## src/rtl/mb32_stream_dma_if.sv

```systemverilog
// Stream and mb_io bus signals of mb32_stream_dma.
// master: the DMA engine side; slave: the stream sources/sinks and memory.
interface mb32_stream_dma_if #(parameter int AW = 17);
  logic          si_valid;
  logic [7:0]    si_data;
  logic          si_ready;
  logic          so_valid;
  logic [7:0]    so_data;
  logic          so_ready;
  logic [AW-3:0] m_ai;
  logic [31:0]   m_vi;
  logic [3:0]    m_bmsk;
  logic          m_we;
  logic [31:0]   m_vo;

  modport master (
    input  si_valid, si_data, so_ready, m_vo,
    output si_ready, so_valid, so_data, m_ai, m_vi, m_bmsk, m_we
  );
  modport slave (
    output si_valid, si_data, so_ready, m_vo,
    input  si_ready, so_valid, so_data, m_ai, m_vi, m_bmsk, m_we
  );
endinterface

```

## src/rtl/mb32_stream_dma.sv

```systemverilog
// Byte-stream <-> 32-bit mb_io memory DMA engine.
// MB32_READBACK_EN compiles in the memory-to-stream path; without it mode=1 ends with done+err.
module mb32_stream_dma #(
  parameter int AW = 17
) (
  input  logic          clk,
  input  logic          rst,
  input  logic          start,
  input  logic          mode,
  input  logic [AW-1:0] base,
  input  logic [AW-1:0] len,
  output logic          busy,
  output logic          done,
  output logic          err,
  mb32_stream_dma_if.master io
);

`ifdef MB32_READBACK_EN
  typedef enum logic [2:0] {IDLE, WRITE, FIN, RD_REQ, RD_LAT, RD_OUT} state_e;
`else
  typedef enum logic [2:0] {IDLE, WRITE, FIN} state_e;
`endif

  state_e        state_q, state_d;
  logic [AW-1:0] ptr_q, ptr_d, cnt_q, cnt_d;
  logic          err_q, err_d;
  logic [AW-1:0] ptr_inc;

  assign ptr_inc = ptr_q + AW'(1);

`ifdef MB32_READBACK_EN
  logic [31:0] word_q, word_d;

  always_ff @(posedge clk) begin
    if (rst) word_q <= '0;
    else     word_q <= word_d;
  end
`else
  logic unused_rd;
  assign unused_rd = ^{io.m_vo, io.so_ready};
`endif

  always_ff @(posedge clk) begin
    if (rst) begin
      state_q <= IDLE;
      ptr_q   <= '0;
      cnt_q   <= '0;
      err_q   <= 1'b0;
    end else begin
      state_q <= state_d;
      ptr_q   <= ptr_d;
      cnt_q   <= cnt_d;
      err_q   <= err_d;
    end
  end

  always_comb begin
    state_d     = state_q;
    ptr_d       = ptr_q;
    cnt_d       = cnt_q;
    err_d       = err_q;
`ifdef MB32_READBACK_EN
    word_d      = word_q;
`endif
    busy        = (state_q != IDLE);
    done        = 1'b0;
    err         = 1'b0;
    io.si_ready = 1'b0;
    io.so_valid = 1'b0;
    io.so_data  = '0;
    io.m_we     = 1'b0;
    io.m_ai     = '0;
    io.m_vi     = '0;
    io.m_bmsk   = '0;
    case (state_q)
      IDLE: if (start) begin
        ptr_d = base;
        cnt_d = len;
        err_d = 1'b0;
`ifdef MB32_READBACK_EN
        if (len == '0) state_d = FIN;
        else           state_d = mode ? RD_REQ : WRITE;
`else
        // No read path: a read request is reported as unsupported without touching the bus
        if (mode) begin
          err_d   = 1'b1;
          state_d = FIN;
        end else begin
          state_d = (len == '0) ? FIN : WRITE;
        end
`endif
      end
      WRITE: begin
        io.si_ready = 1'b1;
        if (io.si_valid) begin
          io.m_we   = 1'b1;
          io.m_ai   = ptr_q[AW-1:2];
          io.m_bmsk = 4'b0001 << ptr_q[1:0];
          io.m_vi   = {4{io.si_data}};
          ptr_d     = ptr_inc;
          cnt_d     = cnt_q - AW'(1);
          if (cnt_q == AW'(1)) state_d = FIN;
        end
      end
`ifdef MB32_READBACK_EN
      RD_REQ: begin
        io.m_ai = ptr_q[AW-1:2];
        state_d = RD_LAT;
      end
      RD_LAT: begin
        word_d  = io.m_vo;
        state_d = RD_OUT;
      end
      RD_OUT: begin
        // so_data is a pure function of registered state, so it holds while stalled
        io.so_valid = 1'b1;
        io.so_data  = word_q[{ptr_q[1:0], 3'b000} +: 8];
        if (io.so_ready) begin
          ptr_d = ptr_inc;
          cnt_d = cnt_q - AW'(1);
          if (cnt_q == AW'(1))          state_d = FIN;
          else if (ptr_inc[1:0] == 2'd0) state_d = RD_REQ;
        end
      end
`endif
      FIN: begin
        done    = 1'b1;
        err     = err_q;
        err_d   = 1'b0;
        state_d = IDLE;
      end
      default: state_d = IDLE;
    endcase
  end

endmodule

```

## src/flat_wrapper.sv

```systemverilog
// flat-port wrapper written by rule: the top's interface ports become plain ports
module mb32_stream_dma_flat 
#(
  parameter int AW = 17
)
  (clk, rst, start, mode, base, len, busy, done, err, io_si_valid, io_si_data, io_so_ready, io_m_vo, io_si_ready, io_so_valid, io_so_data, io_m_ai, io_m_vi, io_m_bmsk, io_m_we);
  mb32_stream_dma_if #(.AW(AW)) io_i ();
  input  logic clk;
  input  logic rst;
  input  logic start;
  input  logic mode;
  input  logic [AW-1:0] base;
  input  logic [AW-1:0] len;
  output logic busy;
  output logic done;
  output logic err;
  input wire logic [$bits(io_i.si_valid)-1:0] io_si_valid;
  input wire logic [$bits(io_i.si_data)-1:0] io_si_data;
  input wire logic [$bits(io_i.so_ready)-1:0] io_so_ready;
  input wire logic [$bits(io_i.m_vo)-1:0] io_m_vo;
  output wire logic [$bits(io_i.si_ready)-1:0] io_si_ready;
  output wire logic [$bits(io_i.so_valid)-1:0] io_so_valid;
  output wire logic [$bits(io_i.so_data)-1:0] io_so_data;
  output wire logic [$bits(io_i.m_ai)-1:0] io_m_ai;
  output wire logic [$bits(io_i.m_vi)-1:0] io_m_vi;
  output wire logic [$bits(io_i.m_bmsk)-1:0] io_m_bmsk;
  output wire logic [$bits(io_i.m_we)-1:0] io_m_we;
  assign io_i.si_valid = io_si_valid;
  assign io_i.si_data = io_si_data;
  assign io_i.so_ready = io_so_ready;
  assign io_i.m_vo = io_m_vo;
  assign io_si_ready = io_i.si_ready;
  assign io_so_valid = io_i.so_valid;
  assign io_so_data = io_i.so_data;
  assign io_m_ai = io_i.m_ai;
  assign io_m_vi = io_i.m_vi;
  assign io_m_bmsk = io_i.m_bmsk;
  assign io_m_we = io_i.m_we;
  mb32_stream_dma #(.AW(AW)) u_core (.clk(clk), .rst(rst), .start(start), .mode(mode), .base(base), .len(len), .busy(busy), .done(done), .err(err), .io(io_i));
endmodule
```

## config.mk

```make
export PLATFORM = sky130hd
export DESIGN_NAME = mb32_stream_dma_flat
export DESIGN_NICKNAME = d
export VERILOG_FILES = /design/src/rtl/mb32_stream_dma_if.sv /design/src/rtl/mb32_stream_dma.sv /design/src/flat_wrapper.sv
export SDC_FILE = /design/constraint.sdc
export NUM_CORES = 1
export LEC_CHECK = 0
export ABC_AREA = 0
export CORE_MARGIN = 5
export CORE_UTILIZATION = 38
export DETAILED_ROUTE_END_ITERATION = 6
export GPL_ROUTABILITY_DRIVEN = 0
export PLACE_DENSITY = 0.86
export SLEW_MARGIN = 20
export SYNTH_ARGS = -nofsm -noshare
export SYNTH_HDL_FRONTEND = slang
export SYNTH_SLANG_ARGS = --single-unit
```

## constraint.sdc

```tcl
create_clock -name clk -period 2.1 [get_ports clk]
set_clock_uncertainty 0.2 [all_clocks]
set_input_delay 0.42 -clock clk [delete_from_list [all_inputs] [get_ports clk]]
set_output_delay 0.42 -clock clk [all_outputs]
set_load 0.01 [all_outputs]
```

==> results of run 1 <==
## layout by cell type, fill, tap and decap left out, drive strengths merged, types with 4 or more instances in the layout
cell	synthesis	layout
a211oi	7	7
a21o	5	5
a21oi	24	24
a221oi	4	4
a31oi	8	8
and2	8	8
and3	28	28
buf	41	50
clkbuf	22	8
clkdlybuf4s15	0	28
clkdlybuf4s50	0	45
conb	1	9
dfxtp	37	37
dlygate4sd2	0	19
ha	6	6
inv	14	14
mux2	4	4
nand2	20	20
nand3	10	10
nand4	11	11
nand4b	5	5
nor2	24	24
nor2b	6	6
nor3	15	15
nor4	15	15
o21a	4	4
o21ai	31	31
## worst paths after layout
check | end | depth (start not counted)
max reg2reg | u_core.cnt_q[16]$_SDFFE_PP0P_ | 6
max | io_m_ai[13] | 5
min | u_core.err_q$_SDFFE_PP0P_ | 2
min reg2reg | u_core.err_q$_SDFFE_PP0P_ | 2
## flip-flops by register name (all words and copies together), names as in the netlist
register	cells
u_core.ptr_q	17
u_core.cnt_q	17
u_core.err_q	1
u_core.state_q	2
## report_power, final
group | internal [uW] | total (uW) | switching, uW
sequential | 768 | 860 | 92.5
clock | 219 | 479 | 260
combinational | 389 | 764 | 375
total | 1380 | 2100 | 728
## metrics by stage
| step | util [%] | setup slack [ps] | area, um2 | power [uW] |
|---|---|---|---|---|
| 6_report | 56.3 | 9.02 | 4350 | 2100 |
| 5_1_grt | 56.3 | -36.9 | 4350 | 2220 |
| 4_1_cts | 55.1 | -13.0 | 4260 | 2060 |
| 3_5_place_dp | 53.5 | -408 | 4140 | 1590 |
| 3_3_place_gp | 53.5 | -388 | 4140 | 1560 |
| 2_1_floorplan | - | 35.6 | 3050 | 1280 |
## critical path: cells and delay by family (launching register included)
kind | cells | cell delay (ps)
AND/OR/NAND/NOR | 2 | 330
flip-flops | 1 | 320
buffers and inverters | 3 | 520
## cell families (layout without fill, tap and decap cells)
logic type | Yosys count | in the layout | synth area share (%)
muxes | 6 | 6 | 2.29
adders and majority gates | 6 | 6 | 2.50
and+or+nand+nor | 167 | 167 | 32.5
DFF | 37 | 37 | 24.7
other | 1 | 9 | 0.125
AOI/OAI and AO/OA | 110 | 110 | 23.7
buffers and inverters | 77 | 166 | 14.3
## layout make-up
type                    instances  share of cell area, %
flip-flops and latches         37                   17.2
clock buffers                   5                   1.58
well taps                     102                   2.94
repair buffers                146                   32.2
clock inverters                 1                  0.115
inverters                      14                   1.38
multi-input cells             298                   44.7
## per-layer routing
layer	track usage [%]	up-vias	share of wire, %	routed length [um]
met2	34.0	204	49	5030
met3	4.95	24	10	1050
met1	22.9	1607	39	4010
met5	0	-	0	0
li1	-	1667	-	-
met4	7.56	0	2.3	241
## what timing repair did
item | 4_1_cts | 5_1_grt
pin swaps | 0 | 3
setup endpoints to repair | 59 | 63
resized for setup | 123 | 37
hold buffers | 0 | 0
setup buffers | 0 | 1
cloned | 1 | 3
==> metrics, run 1 <==
DRT iter0 DRCs=217; Syn. warnings=0; TritonRoute pass-1 iters=6; layout cells sized above 1=23.0%; footprint of the multi-input gates=0.00194 mm2; sequential fraction of the synthesis area=24.7%; total grt overflow=0; initial core utilization=38.9%; worst min path class=register to register; Tcrit/Tclk final=99.6%; clock sinks=37; setup slack, reg-to-reg=110 ps; Final min period=2090 ps; die height=98.9 um; largest net degree at the start of global routing=41; Area Growth Syn to Fin=44.7%; Slew Viols, Final=0; CP Data Arrival Time=1470 ps; Detailed Place HPWL=7290 um; hold_sp=u_core.err_q$_SDFFE_PP0P_; CP startpoint kind=register; static leakage power=0.00177 uW; Routed WL per cell=17.1 um; final std cells w/o fill=603; worst-path maximum fanout=9; final wirelength=10300 um; n_diodes=0; Final Setup Violations=0; crit end category=output pin; syn_area_per_cell=7.44 um2; CP Launch Point=u_core.state_q[1]$_SDFFE_PP0P_; top cell type's share of synthesized area=24.7%; Mapped Cells=404; top cells by count, synth=dfxtp_1, buf_4, o21ai_0; Root Driver=clkbuf_8; DR vias=3502; worst hold slack=278 ps; # Max-Cap Violations=0; Final ANT Viol Nets=0; GRT Total Usage=19.5%; DRC violations left=0; pwr/cell area=484 mW/mm2; CTS tree=yes; f_max=478 MHz; later-pin clock latency in the skew report=290 ps; vias in the first global route=3352; # H-tree levels=2; number of synthesized register bits=37; Peak VDD IR=0.000229 V; final hold vios=0; cell breakdown of the critical path=nand2b_4, inv_8, clkbuf_16, and3_1, clkdlybuf4s15_1; Setup CP Type=register to output pin; first-pass GRT wire length=16000 um; Setup TNS=0 ps; R2R Path Start=u_core.cnt_q[1]$_SDFFE_PP0P_; Slowest-stage cell, CP=dfxtp_2; status=complete, no violations; most frequent cell after synthesis=dfxtp_1; Most used DFF post-synth=dfxtp_1; nets=588; CTS Buffer Depth=2; largest stage delay on the critical path=320 ps; row count=32; dpl cells=592; initial antenna violation count=0; FFs w/ async S/R, synth=0%; Worst Path Required=1480 ps; leading area contributor after synthesis=dfxtp_1; Fillers=690; die area=0.00978 mm2; most area-consuming cells after synthesis=dfxtp_1, buf_4, and3_1; CORE AREA=0.00773 mm2; mapped cell area=0.00300 mm2; Die Width=98.9 um; # IOs=145; Yosys cell types=62; PortBufs=102; CTS Buf Count=5; Post-synth EDFFs=0; Vias/cell=5.81; Reg clk slew, reported paths=70 ps; register area=746 um2
Note: power is estimated with default switching activity, not from simulation.
==> run 2, diff against run 1 <==
Settings changed: SETUP_SLACK_MARGIN from default to 0.2.
==> metrics, run 2 (same netlist as run 1, synthesis figures left out) <==
status=complete, no violations; Routed WL per cell=18.8 um (+9.4%); CTS Hold Buffers Added=0 (unchanged); PortBufs=102 (unchanged); final wirelength=11700 um (+14%); final hold vios=0 (unchanged); Vias/cell=6.03 (+3.8%); Tcrit/Tclk final=99.1% (-0.48 points); RSZ-0062 raised after global routing=yes; CP startpoint kind=register; Slew Limit Headroom=52.9%; first-pass GRT wire length=17600 um (+9.8%); final std cells w/o fill=626 (+3.8%); die area=0.00978 mm2 (unchanged); Final Setup Violations=0 (unchanged); Peak VDD IR=0.000326 V (+42%); vias in the first global route=3569 (+6.5%); CORE AREA=0.00773 mm2 (unchanged); slew of the pin with the lowest slew margin=689 ps; Area Growth Syn to Fin=58.1%; pre-CTS setup slack=-396 ps (+12.5 ps); largest stage delay on the critical path=670 ps (+350 ps); initial antenna violation count=0 (unchanged); DRT iter0 DRCs=376 (+73%); worst-path maximum fanout=6 (-3); Reg clk slew, reported paths=80 ps (about the same); layout cells sized above 1=36.1% (+13 points); Die Width=98.9 um (unchanged); setup ws final=19.1 ps (+10.1 ps); Slew Viols, Final=0 (unchanged); CP delay by family, top=compound AO/OA/AOI/OAI gates; Worst Path Required=2140 ps (+660 ps); Setup CP Type=register to register; CTS tree=yes; # H-tree levels=2 (unchanged); worst hold slack=289 ps (+11.4 ps); CTS Buf Count=5 (unchanged); CP Data Arrival Time=2120 ps (+650 ps); # Max-Cap Violations=0 (unchanged); WP buf/inv=0 (-3); # IOs=145 (unchanged); row count=32 (unchanged); worst min path class=register to register; nets=609 (+3.6%); die height=98.9 um (unchanged); clock sinks=37 (unchanged); cell breakdown of the critical path=nor2_1, and4b_1, a2111oi_0, or3_1; commonest non-fill, non-tap cell in the layout=buf_4; n_diodes=0 (unchanged); largest net degree at the start of global routing=41 (unchanged); DRC violations left=0 (unchanged); total grt overflow=0 (unchanged); GRT Total Usage=21.6% (+2.0 points); Detailed Place HPWL=7570 um (+3.9%); Final min period=2080 ps (-10.1 ps); CTS Buffer Depth=2 (unchanged); TritonRoute pass-1 iters=5 (-1); crit end category=register; Final ANT Viol Nets=0 (unchanged); Root Driver=clkbuf_8; pwr/cell area=538 mW/mm2 (+11%); f_max=481 MHz (+0.49%); initial core utilization=38.9% (unchanged); Slowest-stage cell, CP=a2111oi_0; DR vias=3775 (+7.8%); dpl cells=592 (unchanged); top flop regs=u_core.cnt_q: 17 flops, u_core.ptr_q: 17 flops, u_core.state_q: 2 flops; commonest cells after routing, fill and taps aside=buf_4, clkdlybuf4s50_1, buf_6, dfxtp_1, o21ai_0; static leakage power=0.00199 uW (+13%); later-pin clock latency in the skew report=300 ps (about the same)
==> run 2: cell type report <==
type	count	area (um2)
Timing Repair inverter	2	20.0
Clock buffer	5	68.8
Sequential cell	37	759
Clock inverter	3	68.8
Timing Repair Buffer	165	1530
Fill cell	602	2980
Tap cell	102	128
Multi-Input combinational cell	298	2110
Inverter	14	65.1
==> run 2: through the flow <==
| stage | total power [uW] | utilization [%] | area (um2) | TNS, ps |
|---|---|---|---|---|
| floorplan | 1290 | - | 3120 | 0 |
| finish | 2550 | 61.5 | 4750 | 0 |
| CTS | 2420 | 56.7 | 4380 | 0 |
| global placement | 1580 | 54.2 | 4190 | -23040 |
| global route | 2660 | 61.5 | 4750 | 0 |
| detailed placement | 1610 | 54.2 | 4190 | -23910 |
==> run 2: metal layers <==
| layer | track usage, % | wire length, um | part of all wire [%] | up-vias |
|---|---|---|---|---|
| met5 | 0 | 0 | 0 | - |
| met4 | 6.83 | 393 | 3.3 | 0 |
| met3 | 4.74 | 1270 | 11 | 46 |
| met2 | 39.0 | 5880 | 50 | 273 |
| met1 | 25.1 | 4200 | 36 | 1746 |
| li1 | - | - | - | 1710 |
==> run 2: path summary, 6_finish.rpt <==
check                               startpoint                            end  slack, ps  depth (start not counted)
setup reg to reg  u_core.cnt_q[5]$_SDFFE_PP0P_  u_core.cnt_q[15]$_SDFFE_PP0P_         20                          4
hold / removal       u_core.err_q$_SDFFE_PP0P_      u_core.err_q$_SDFFE_PP0P_        290                          2
hold reg to reg      u_core.err_q$_SDFFE_PP0P_      u_core.err_q$_SDFFE_PP0P_        290                          2
setup / recovery  u_core.cnt_q[5]$_SDFFE_PP0P_  u_core.cnt_q[15]$_SDFFE_PP0P_         20                          4
==> run 2: report_power, final <==
part | switching [uW] | leakage [uW] | internal [uW]
clock network | 298 | 0.0000687 | 479
registers | 101 | 0.000309 | 768
logic | 445 | 0.00161 | 464
==> run 2: what timing repair did <==
action                                 4_1_cts  5_1_grt
pin swaps                                    2       18
buffers inserted                             9       14
gates cloned                                 3        0
resized for setup                          252       76
setup endpoints to repair                   88       78
endpoints found under the hold margin        0        0
==> run 2: worst register-to-register path, cell delays in order, from the launching register on <==
cell and delay [ps]:
dfxtp_1 530, nor2_1 160, and4b_1 240, a2111oi_0 670
or3_1 220
